$ cat config.mk
export PLATFORM = sky130hd
export DESIGN_NAME = spi_slave_ctrl
export DESIGN_NICKNAME = d
export VERILOG_FILES = /design/src/rtl/spi_pkg.sv /design/src/rtl/spi_tx_shifter.sv /design/src/rtl/spi_slave_ctrl.sv
export SDC_FILE = /design/constraint.sdc
export NUM_CORES = 1
export LEC_CHECK = 0
export CAP_MARGIN = 20
export CORE_MARGIN = 10
export CORE_UTILIZATION = 40
export DETAILED_ROUTE_END_ITERATION = 10
export PLACE_DENSITY = 0.59
export RECOVER_POWER = 25
export SETUP_SLACK_MARGIN = 0.15
export SLEW_MARGIN = 40
export SYNTH_ARGS = -nofsm -noshare
export SYNTH_HDL_FRONTEND = slang
export SYNTH_SLANG_ARGS = --single-unit
export TNS_END_PERCENT = 100
$ cat constraint.sdc
create_clock -name clk -period 2.71 [get_ports clk]
set_clock_uncertainty 0.2 [all_clocks]
set_input_delay 0.4065 -clock clk [delete_from_list [all_inputs] [get_ports clk]]
set_output_delay 0.4065 -clock clk [all_outputs]
set_load 0.01 [all_outputs]
$ cat src/rtl/spi_pkg.sv
// Shared types for the SPI slave frame controller: FSM states and command codes.
package spi_pkg;

  typedef enum logic [2:0] {
    ST_IDLE,
    ST_CMD,
    ST_RX,
    ST_WAIT_TX,
    ST_TX,
    ST_DONE
  } spi_state_e;

  typedef enum logic [1:0] {
    CMD_WR_ADDR = 2'b00,
    CMD_WR_DATA = 2'b01,
    CMD_RD_ADDR = 2'b10,
    CMD_RD_DATA = 2'b11
  } spi_cmd_e;

endpackage

$ cat src/rtl/spi_tx_shifter.sv
// MSB-first parallel-load shift register driving a registered miso.
// load puts the MSB on miso the next cycle; shift advances one bit; otherwise miso clears.
module spi_tx_shifter #(
  parameter int DATA_W = 8
) (
  input  logic              clk,
  input  logic              rst,
  input  logic              load,
  input  logic              shift,
  input  logic [DATA_W-1:0] data,
  output logic              miso
);

  logic [DATA_W-1:0] sr;
  logic [DATA_W-1:0] sr_shift;

  assign sr_shift = sr << 1;

  always_ff @(posedge clk) begin
    if (rst) begin
      sr   <= '0;
      miso <= 1'b0;
    end else if (load) begin
      sr   <= data;
      miso <= data[DATA_W-1];
    end else if (shift) begin
      // sr_shift is empty after DATA_W shifts, so miso falls to 0 by itself
      sr   <= sr_shift;
      miso <= sr_shift[DATA_W-1];
    end else begin
      sr   <= '0;
      miso <= 1'b0;
    end
  end

endmodule

$ cat src/rtl/spi_slave_ctrl.sv
// SPI slave frame controller: {cmd, payload} word out after CMD_W+DATA_W+1 cycles, read data shifted on miso.
// Read response waits indefinitely for tx_valid; optional even parity bit enabled by SPI_PARITY_EN.
module spi_slave_ctrl
  import spi_pkg::*;
#(
  parameter int CMD_W  = 2,
  parameter int DATA_W = 8,
  parameter int CNT_W  = $clog2(CMD_W + DATA_W + 2)
) (
  input  logic                    clk,
  input  logic                    rst,
  input  logic                    ss_n,
  input  logic                    mosi,
  output logic                    miso,
  output logic [CMD_W+DATA_W-1:0] rx_data,
  output logic                    rx_valid,
  input  logic [DATA_W-1:0]       tx_data,
  input  logic                    tx_valid,
  output logic                    busy,
  output logic                    rx_err
);

  localparam logic [CNT_W-1:0] CMD_LAST  = CNT_W'(CMD_W - 1);
  localparam logic [CNT_W-1:0] DATA_LAST = CNT_W'(DATA_W - 1);

  spi_state_e              state, state_n;
  logic [CNT_W-1:0]        cnt, cnt_n;
  logic [CMD_W-1:0]        cmd_q, cmd_n;
  logic [DATA_W-1:0]       pay_q, pay_n;
  logic [CMD_W+DATA_W-1:0] rx_data_n;
  logic                    rx_valid_n;
  logic                    is_rd;
  logic                    tx_load, tx_shift;

  assign is_rd = spi_cmd_e'(cmd_q[CMD_W-1 -: 2]) == CMD_RD_DATA;
  assign busy  = state != ST_IDLE;

`ifdef SPI_PARITY_EN
  localparam logic [CNT_W-1:0] PAR_SLOT = CNT_W'(DATA_W);
  logic rx_err_q, rx_err_n;
  assign rx_err = rx_err_q;
`else
  assign rx_err = 1'b0;
`endif

  always_ff @(posedge clk) begin
    if (rst) begin
      state    <= ST_IDLE;
      cnt      <= '0;
      cmd_q    <= '0;
      pay_q    <= '0;
      rx_data  <= '0;
      rx_valid <= 1'b0;
    end else begin
      state    <= state_n;
      cnt      <= cnt_n;
      cmd_q    <= cmd_n;
      pay_q    <= pay_n;
      rx_data  <= rx_data_n;
      rx_valid <= rx_valid_n;
    end
  end

`ifdef SPI_PARITY_EN
  always_ff @(posedge clk) begin
    if (rst) rx_err_q <= 1'b0;
    else     rx_err_q <= rx_err_n;
  end
`endif

  always_comb begin
    state_n    = state;
    cnt_n      = cnt;
    cmd_n      = cmd_q;
    pay_n      = pay_q;
    rx_data_n  = rx_data;
    rx_valid_n = 1'b0;
    tx_load    = 1'b0;
    tx_shift   = 1'b0;
`ifdef SPI_PARITY_EN
    rx_err_n   = 1'b0;
`endif
    // ss_n high aborts every active phase; abort wins over a completing bit
    case (state)
      ST_IDLE: begin
        if (!ss_n) state_n = ST_CMD;
      end
      ST_CMD: begin
        if (ss_n) state_n = ST_IDLE;
        else begin
          cmd_n = (cmd_q << 1) | CMD_W'(mosi);
          if (cnt == CMD_LAST) state_n = ST_RX;
        end
      end
      ST_RX: begin
        if (ss_n) state_n = ST_IDLE;
`ifdef SPI_PARITY_EN
        else if (cnt == PAR_SLOT) begin
          if (^{cmd_q, pay_q, mosi}) begin
            rx_err_n = 1'b1;
            state_n  = ST_DONE;
          end else begin
            rx_valid_n = 1'b1;
            rx_data_n  = {cmd_q, pay_q};
            state_n    = is_rd ? ST_WAIT_TX : ST_DONE;
          end
        end else begin
          pay_n = (pay_q << 1) | DATA_W'(mosi);
        end
`else
        else begin
          pay_n = (pay_q << 1) | DATA_W'(mosi);
          if (cnt == DATA_LAST) begin
            rx_valid_n = 1'b1;
            rx_data_n  = {cmd_q, pay_n};
            state_n    = is_rd ? ST_WAIT_TX : ST_DONE;
          end
        end
`endif
      end
      ST_WAIT_TX: begin
        if (ss_n) state_n = ST_IDLE;
        else if (tx_valid) begin
          tx_load = 1'b1;
          state_n = ST_TX;
        end
      end
      ST_TX: begin
        if (ss_n) state_n = ST_IDLE;
        else begin
          tx_shift = 1'b1;
          if (cnt == DATA_LAST) state_n = ST_DONE;
        end
      end
      ST_DONE: begin
        if (ss_n) state_n = ST_IDLE;
      end
      default: state_n = ST_IDLE;
    endcase

    if (state_n != state) cnt_n = '0;
    else if (state == ST_CMD || state == ST_RX || state == ST_TX) cnt_n = cnt + CNT_W'(1);
  end

  spi_tx_shifter #(
    .DATA_W(DATA_W)
  ) u_tx (
    .clk  (clk),
    .rst  (rst),
    .load (tx_load),
    .shift(tx_shift),
    .data (tx_data),
    .miso (miso)
  );

endmodule
### Word level (Yosys, flattened, before mapping)

Index checks and enable logic that the tools add are counted.

* register bits after elaboration: 35
* input bits: 13
* word-level logic and storage cells: 53

* add/sub/neg operators: 1
* eq/ne operators: 9
* mux-type cells: 22
* bitwise gates (word level): 4
* reduce and logical (&&, ||, !) cells: 9

Operators by type and width (number)
* 2-to-1 mux 3 bit: 11
* one-hot mux 3 bit (6 select lines): 1
* 2-to-1 mux 7 bit: 2
* 2-to-1 mux 1 bit: 8
* OR 8 x 1 -> 8 bit: 1
* == test 3 x 2 -> 1 bit, second input constant: 2
* == test 3 bit, second input constant: 2
* adder 4 x 1 -> 4 bit, second input constant: 1
* == test 4 x 1 -> 1 bit, second input constant: 1
* == test 4 x 3 -> 1 bit, second input constant: 1
* AND reduction 2 bit: 2
* == test 3 x 1 -> 1 bit, second input constant: 1
* logical NOT 3 bit: 1
* inequality test 3 bit: 1
* AND reduction 3 bit: 1
* nonzero test 3 bit: 1
* OR reduction 3 bit: 1
* == test 2 bit, second input constant: 1
* logical OR 1 bit: 2
* inverter 1 bit: 2
* OR 2 x 1 -> 2 bit: 1
* OR reduction 2 bit: 1

### Depth between registers and ports, before layout

Gate-level depths: netlist (run 1).

* word-level depth: 7
* depth in mapped cells: 6
* mapped depth without buffers: 6

### Modules after synthesis

Synthesis (run 1) repeated with hierarchy kept, for this count alone.

* cells, all modules: 182
* area, all modules: 1549.0 um2

Modules (own cells, without submodules)
* spi_slave_ctrl: times used 1, cells each 151, area each 1253.7 um2, sequential area each 540.5 um2
* spi_tx_shifter: times used 1, cells each 31, area each 295.3 um2, sequential area each 160.2 um2

### Least setup slack after synthesis (run 1)

Ideal clock, no wire load.

* path type: input port to flip-flop
* start: input ss_n
* end: register state[2]
* library setup time: 0.058 ns
* arrival time: 1.657 ns
* data required time: 2.452 ns
* slack: 0.795 ns
* stages: 6
* cell sequence: buf_2 or4b_1 buf_6 o31a_1 nor2_1 o21a_1

* word-level cells in the longest chain between the ends: 2
* elaborated cells between the ends (all ways): 7
* classes of those cells: mux (7)

RTL lines
* from (decl): line spi_slave_ctrl.sv:12 `input logic ss_n,`
* 2-to-1 mux 3 bit (tied with other cells): line spi_slave_ctrl.sv:136 `if (ss_n) state_n = ST_IDLE;`
* one-hot mux 3 bit (6 select lines) (*): line spi_slave_ctrl.sv:84 `case (state)`
* to (signal assigned): line spi_slave_ctrl.sv:55 `state <= state_n;`
* to (decl): line spi_slave_ctrl.sv:26 `spi_state_e state, state_n;`

Every way passes the cells marked *; elsewhere a longest branch is shown, timed or not.
A chain may end at the register's enable or synchronous reset.

### Worst setup path in the final report (run 1)

* start: register state[2]
* end: output busy

* word-level cells in the longest chain between the ends: 1

RTL lines
* nonzero test 3 bit: line spi_slave_ctrl.sv:36 `assign busy = state != ST_IDLE;`
* to (decl): line spi_slave_ctrl.sv:19 `output logic busy,`

No other way between the ends.

==> results of run 1 <==
[critical path, delay by kind of cell (launching register included)]
kind | cells | cell delay (ns)
buffers and inverters | 1 | 0.53
DFF | 1 | 0.71
and+or+nand+nor | 1 | 0.20
[registers in the layout, indices dropped and copies added, names as in the netlist]
signal	count
rx_data	10
pay_q	7
u_tx.sr	7
cnt	4
state	3
cmd_q	2
rx_valid	1
u_tx.miso	1
[power groups by stage]
stage	Sequential (mW)	Combinational, mW	Clock [mW]
CTS	0.522	0.0541	0.380
global route	0.522	0.0587	0.411
detailed placement	0.534	0.0539	0
finish	0.522	0.0543	0.368
global placement	0.533	0.0527	0
floorplan	0.531	0.0303	0
[final cells by class]
class                           instances  area, sq um
Clock buffer                            6        82.58
Clock inverter                          1        5.005
Fill cell                             364         1784
Inverter                                2        7.507
Multi-Input combinational cell        127        760.7
Sequential cell                        35        700.7
Tap cell                               48        60.06
Timing Repair Buffer                   30        287.8
[layer usage]
metal  vias to the layer above  global-route usage, %
met2                        34                  18.42
met5                         -                      0
li1                        661                      -
met3                         0                  4.585
met1                       605                  11.95
met4                         0                  2.721
[stage by stage]
step                setup WS [ns]  power, mW  util, %
finish                     0.3871     0.9443    51.63
global route               0.3133     0.9918    51.63
CTS                        0.4029     0.9558    51.63
detailed placement         0.2378     0.5875    49.25
global placement           0.2956     0.5861    49.25
floorplan                  0.7950     0.5610        -
[cells by family (layout without fill, tap and decap cells)]
kind of cell             count (synthesis)  count (layout)  share of synthesized area (%)
AND/OR/NAND/NOR                         72              72                          24.43
buffers and inverters                   15              39                          5.195
multiplexers                             3               3                          2.029
XOR/XNOR                                 4               4                          2.272
other                                    1               1                         0.2433
adder cells (fa/ha/maj)                  3               3                          2.272
AO/OA/AOI/OAI                           44              44                          18.10
flip-flops                              35              35                          45.45
[Yosys cell counts (all sizes together) (3+ instances only)]
library cell	number	area share (%)
nor2b	3	1.2
dfxtp	35	45
a21oi	21	6.8
xor2	4	2.3
nor4	5	2.4
o21ai	3	0.97
clkbuf	6	1.5
nor2	15	4.1
buf	7	3.2
nand2	36	8.8
a22oi	7	3.4
[final timing paths]
path,end,slack [ns],cells after the start
setup / recovery,busy,0.39,2
hold / removal,rx_data[2],0.25,2
setup reg to reg,cnt[3],0.60,5
hold reg to reg,rx_data[2],0.25,2
==> impl_metrics.yaml, run 1 <==
drt:
  wl_met3_um: 172
  drtIter0Drc: 64
  dr_wl_met2_um: 1722
  via_per_inst: 5.221
  routed_wire_length_per_instance_um: 13.63
  vias: 1300
  first_pass_iters: 4
  antenna_violating_nets_post_route: 0
  drc_errors: 0
  drt_wl_total_um: 3394
  maxUsedRoutingLayer: "met3"
  wirelength_met1_um: 1499
yosys:
  cells_after_synth: 177
  synthesized_area_divided_by_synthesized_cell_count_sq_um: 8.709
  ys_dominant_reg_cell: "dfxtp_1"
  synth_cell_types: 42
  synth_seq_cells: 35
  yosys_warnings: 0
  mappedNetlistNets: 192
  synth-async-reset-ratio_pct: 0
  synth_enable_flop_cells: 0
  synth-seq-area-share_pct: 45.45
  syn-cell-area_sq_um: 1541
timing:
  grt_setup_unrepaired: "false"
  tightestPinTransition_ns: 0.6100
  setup_tns_ns: 0
  post-route-period-util_pct: 85.72
  max-slew-margin-rel_pct: 58.99
  hold_slack_ns: 0.2515
  finalHoldViolations: 0
  timing.fmax_ghz: 0.4305
  finalSetupViolations: 0
  final-max-slew-violation-count: 0
  finalCriticalPeriod_ns: 2.323
floorplanning:
  width_of_the_die_um: 82.08
  die-height_um: 82.08
  floorplan.initialDensity_pct: 41.79
  placeableCoreArea_sq_um: 3689
  fp.dieArea_sq_um: 6737
  placementRows: 22
  io_pins: 27
clock_tree:
  clock_buffer_count_from_cts: 5
  clockRootBuffer: "clkbuf_8"
  cts_tree: "built"
  cts_num_sinks: 35
  clk-insertion-delay-late_ns: 0.27
  cts.path.max_buffers: 2
  htree_levels: 2
  path_clk_slew_ns: 0.07
  cts-resized-gates: 0
  cts_setup_buffers: 0
  cts.hold.buffers_added: 0
power_and_ir_drop:
  net_sw_power_uw: 200.1
  power.clock.fraction_pct: 39.0
  intPower_uw: 744.2
  static-leakage-power_nw: 0.6842
  p_sw_share_pct: 21.19
  power-per-cell-area_nw_per_um2: 495.9
  combPwrFrac_pct: 5.7
  power.share.sequential_pct: 55.3
  ir_worst_vdd_uv: 269.3
finish:
  post-route-cell-area_sq_um: 1904
  area_growth_syn_to_layout_pct: 23.54
  post_route_cells_drive_above_1_share_pct: 8.458
  final_cells: 249
  most_frequent_cells_in_the_layout: "nand2_1 (36), dfxtp_1 (35), a21oi_1 (21)"
  insertedDiodeCount: 0
  mostFrequentLayoutCell: "nand2_1"
  finalNetCount: 216
setup_path:
  startpoint: "state[2]"
  regToRegStartpoint: "state[1]"
  critPathMaxFanout: 17
  cpPeakStageDelay_ns: 0.71
  crit_path_cell_trace: "or3_1, clkdlybuf4s50_1"
  critPathKind: "flop to output port"
  crit_path_max_delay_cell_type: "dfxtp_1"
  critPathLaunchType: "flop"
  required_worst_endpoint_ns: 2.10
  end_kind: "output port"
  cp.arrival_ns: 1.72
status:
  run_status: "completed"
placed_design:
  dpl-instance-area_sq_um: 1817
  gp_congestion: 0.8200
  place.port_buffers: 25
  dp.cells: 242
  dp.final_hpwl_um: 2503
min_path:
  min-delay-path-class: "flop to flop"
  worst_hold_startpoint: "rx_data[2]"
grt:
  grt_overflow_total: 0
  grt_antenna_before_repair: 0
  grt_pass1_vias: 1310
  grt_usage_pct: 10.73
  wire_length_of_the_first_global_routing_pass_um: 5733
  pin_count_of_the_biggest_net_entering_global_routing: 30
job:
  timing.max_cap.violations: 0
Power figures use the tool's default switching activity.
==> run 2: changes to the inputs <==
--- a/config.mk
+++ b/config.mk
@@ -9,7 +9,8 @@
 export CORE_MARGIN = 10
 export CORE_UTILIZATION = 40
 export DETAILED_ROUTE_END_ITERATION = 10
-export PLACE_DENSITY = 0.59
+export HOLD_SLACK_MARGIN = 0.1
+export PLACE_DENSITY = 0.62
 export RECOVER_POWER = 25
 export SETUP_SLACK_MARGIN = 0.15
 export SLEW_MARGIN = 40
==> constraint.sdc (replaced) <==
create_clock -name clk -period 2 [get_ports clk]
set_clock_uncertainty 0.2 [all_clocks]
set_input_delay 0.3 -clock clk [delete_from_list [all_inputs] [get_ports clk]]
set_output_delay 0.3 -clock clk [all_outputs]
set_load 0.01 [all_outputs]
==> run 2 against run 1 <==
Against the previous run:
- sequential share of layout area is 4.8 points lower
- clock power is 69% higher
- highest routed layer is now met4
- sequential power is 34% higher
- first-iteration DRC count is 3.1% lower
- combinational power is 110% higher
- register-to-register slack worse by 0.50 ns
==> impl_metrics.yaml, run 2 (synthesis gave the netlist of run 1 again) <==
finish:
  layout_top_registers: "rx_data x10, pay_q x7, u_tx.sr x7"
  registers.top_by_ff_count: "rx_data"
  most_frequent_cells_in_the_layout: "nand2_1 (36), dfxtp_1 (32), a21oi_1 (20)"
  area_growth_syn_to_layout_pct: 43.99
  largest_register_ff_count: 10
  fillers: 335
  final_cells: 269
  post_route_cells_drive_above_1_share_pct: 23.98
  mostFrequentLayoutCell: "nand2_1"
  post-route-cell-area_sq_um: 2220
  insertedDiodeCount: 0
  finalNetCount: 235
timing:
  max-slew-margin-rel_pct: 57.79
  tightestPinTransition_ns: 0.6279
  finalCriticalPeriod_ns: 1.901
  timing.fmax_ghz: 0.5260
  finalSetupViolations: 0
  post-route-period-util_pct: 95.06
  finalHoldViolations: 0
  grt_setup_unrepaired: "true"
  setup_tns_ns: 0
  final-max-slew-violation-count: 0
setup_path:
  required_worst_endpoint_ns: 1.96
  critPathMaxFanout: 5
  path_buf_inv: 2
  crit_path_cell_trace: "buf_4, nor4b_2, nand2_1, o221ai_4, buf_12, nor4_4"
  end_kind: "flop"
  cp.arrival_ns: 1.86
  regToRegSetupSlack_ns: 0.1
  timing.critical_path.max_delay_family: "simple AND/OR/NAND/NOR gates"
  critPathKind: "flop to flop"
  crit_path_max_delay_cell_type: "dfxtp_1"
  cpPeakStageDelay_ns: 0.37
  regToRegStartpoint: "state[0]"
  worst_r2r_endpoint: "cnt[1]"
  critPathLaunchType: "flop"
  r2r.worst_path.cells: 6
floorplanning:
  io_pins: 27
  placementRows: 22
  width_of_the_die_um: 82.08
  die-height_um: 82.08
  floorplan.initialDensity_pct: 41.79
  placeableCoreArea_sq_um: 3689
  fp.dieArea_sq_um: 6737
clock_tree:
  clockRootBuffer: "clkbuf_8"
  cts_num_sinks: 35
  clock_buffer_count_from_cts: 5
  cts.path.max_buffers: 2
  htree_levels: 2
  clk-insertion-delay-late_ns: 0.28
  cts.hold.buffers_added: 0
  path_clk_slew_ns: 0.07
  cts_tree: "built"
min_path:
  min_to: "rx_data[6]"
  hold_path_depth: 2
  min-delay-path-class: "flop to flop"
  worst_hold_startpoint: "rx_data[6]"
placed_design:
  dpl-instance-area_sq_um: 1892
  dp.cells: 252
  gp_congestion: 0.8429
  dp.final_hpwl_um: 2653
  place.port_buffers: 25
grt:
  pin_count_of_the_biggest_net_entering_global_routing: 18
  grt_pass1_vias: 1327
  wire_length_of_the_first_global_routing_pass_um: 5947
  grt_antenna_before_repair: 0
  grt_overflow_total: 0
  grt_usage_pct: 11.06
drt:
  vias: 1393
  via_per_inst: 5.178
  drc_errors: 0
  drt_wl_total_um: 3814
  drtIter0Drc: 62
  antenna_violating_nets_post_route: 0
  first_pass_iters: 4
  routed_wire_length_per_instance_um: 14.18
power_and_ir_drop:
  static-leakage-power_nw: 0.8003
  ir_worst_vdd_uv: 472.8
  power-per-cell-area_nw_per_um2: 647.9
job:
  timing.max_cap.violations: 0
status:
  run_status: "completed"
==> run 2: final cells by class <==
type | instances | area, sq um | area share, %
well taps | 48 | 60.06 | 2.706
multi-input cells | 128 | 884.6 | 39.85
inverters | 2 | 7.507 | 0.3382
clock inverters | 3 | 43.79 | 1.973
repair buffers | 48 | 445.4 | 20.07
clock buffers | 5 | 68.82 | 3.100
flip-flops and latches | 35 | 709.4 | 31.96
==> run 2: per-stage QoR <==
step	setup WS (ns)	hold slack, ns	total power [mW]	utilization [%]
global placement	-0.1427	0.2442	0.8006	51.29
finish	0.09872	0.2526	1.438	60.18
floorplan	0.1915	0.1897	0.7602	-
detailed placement	-0.2902	0.2466	0.8028	51.29
CTS	0.1441	0.2343	1.427	56.21
global route	0.01313	0.2588	1.496	60.18
==> run 2: metal layers <==
metal,track usage [%],part of all wire (%)
met3,4.476,5.7
met1,12.91,44
met4,3.571,1.0
met2,18.10,49
met5,0,0
==> run 2: worst min-delay path, stage by stage (launching register included) <==
cell	delay, ns
dfxtp_1	0.31
nand2_1	0.05
a21oi_1	0.05
==> run 2: report_power, final <==
group | switching, mW | internal [mW] | leakage, nW | total (mW)
logic | 0.0559 | 0.0601 | 0.458 | 0.116
registers | 0.00443 | 0.697 | 0.284 | 0.702
clock network | 0.250 | 0.371 | 0.0581 | 0.621
==> run 2: timing repair <==
| action | 4_1_cts | 5_1_grt |
|---|---|---|
| buffers inserted | 3 | 5 |
| pin swaps | 3 | 7 |
| gates cloned | 0 | 1 |
| endpoints found under the setup margin | 24 | 16 |
| resized for setup | 20 | 16 |
==> run 2: how the worst max path moves through the flow <==
stage	startpoint	to	cells after the start
2_1_floorplan	ss_n	state[2]	6
3_3_place_gp	ss_n	cnt[1]	7
3_5_place_dp	ss_n	cnt[1]	7
4_1_cts	state[1]	busy	3
5_1_grt	state[0]	cnt[1]	6
6_report	state[0]	cnt[1]	6
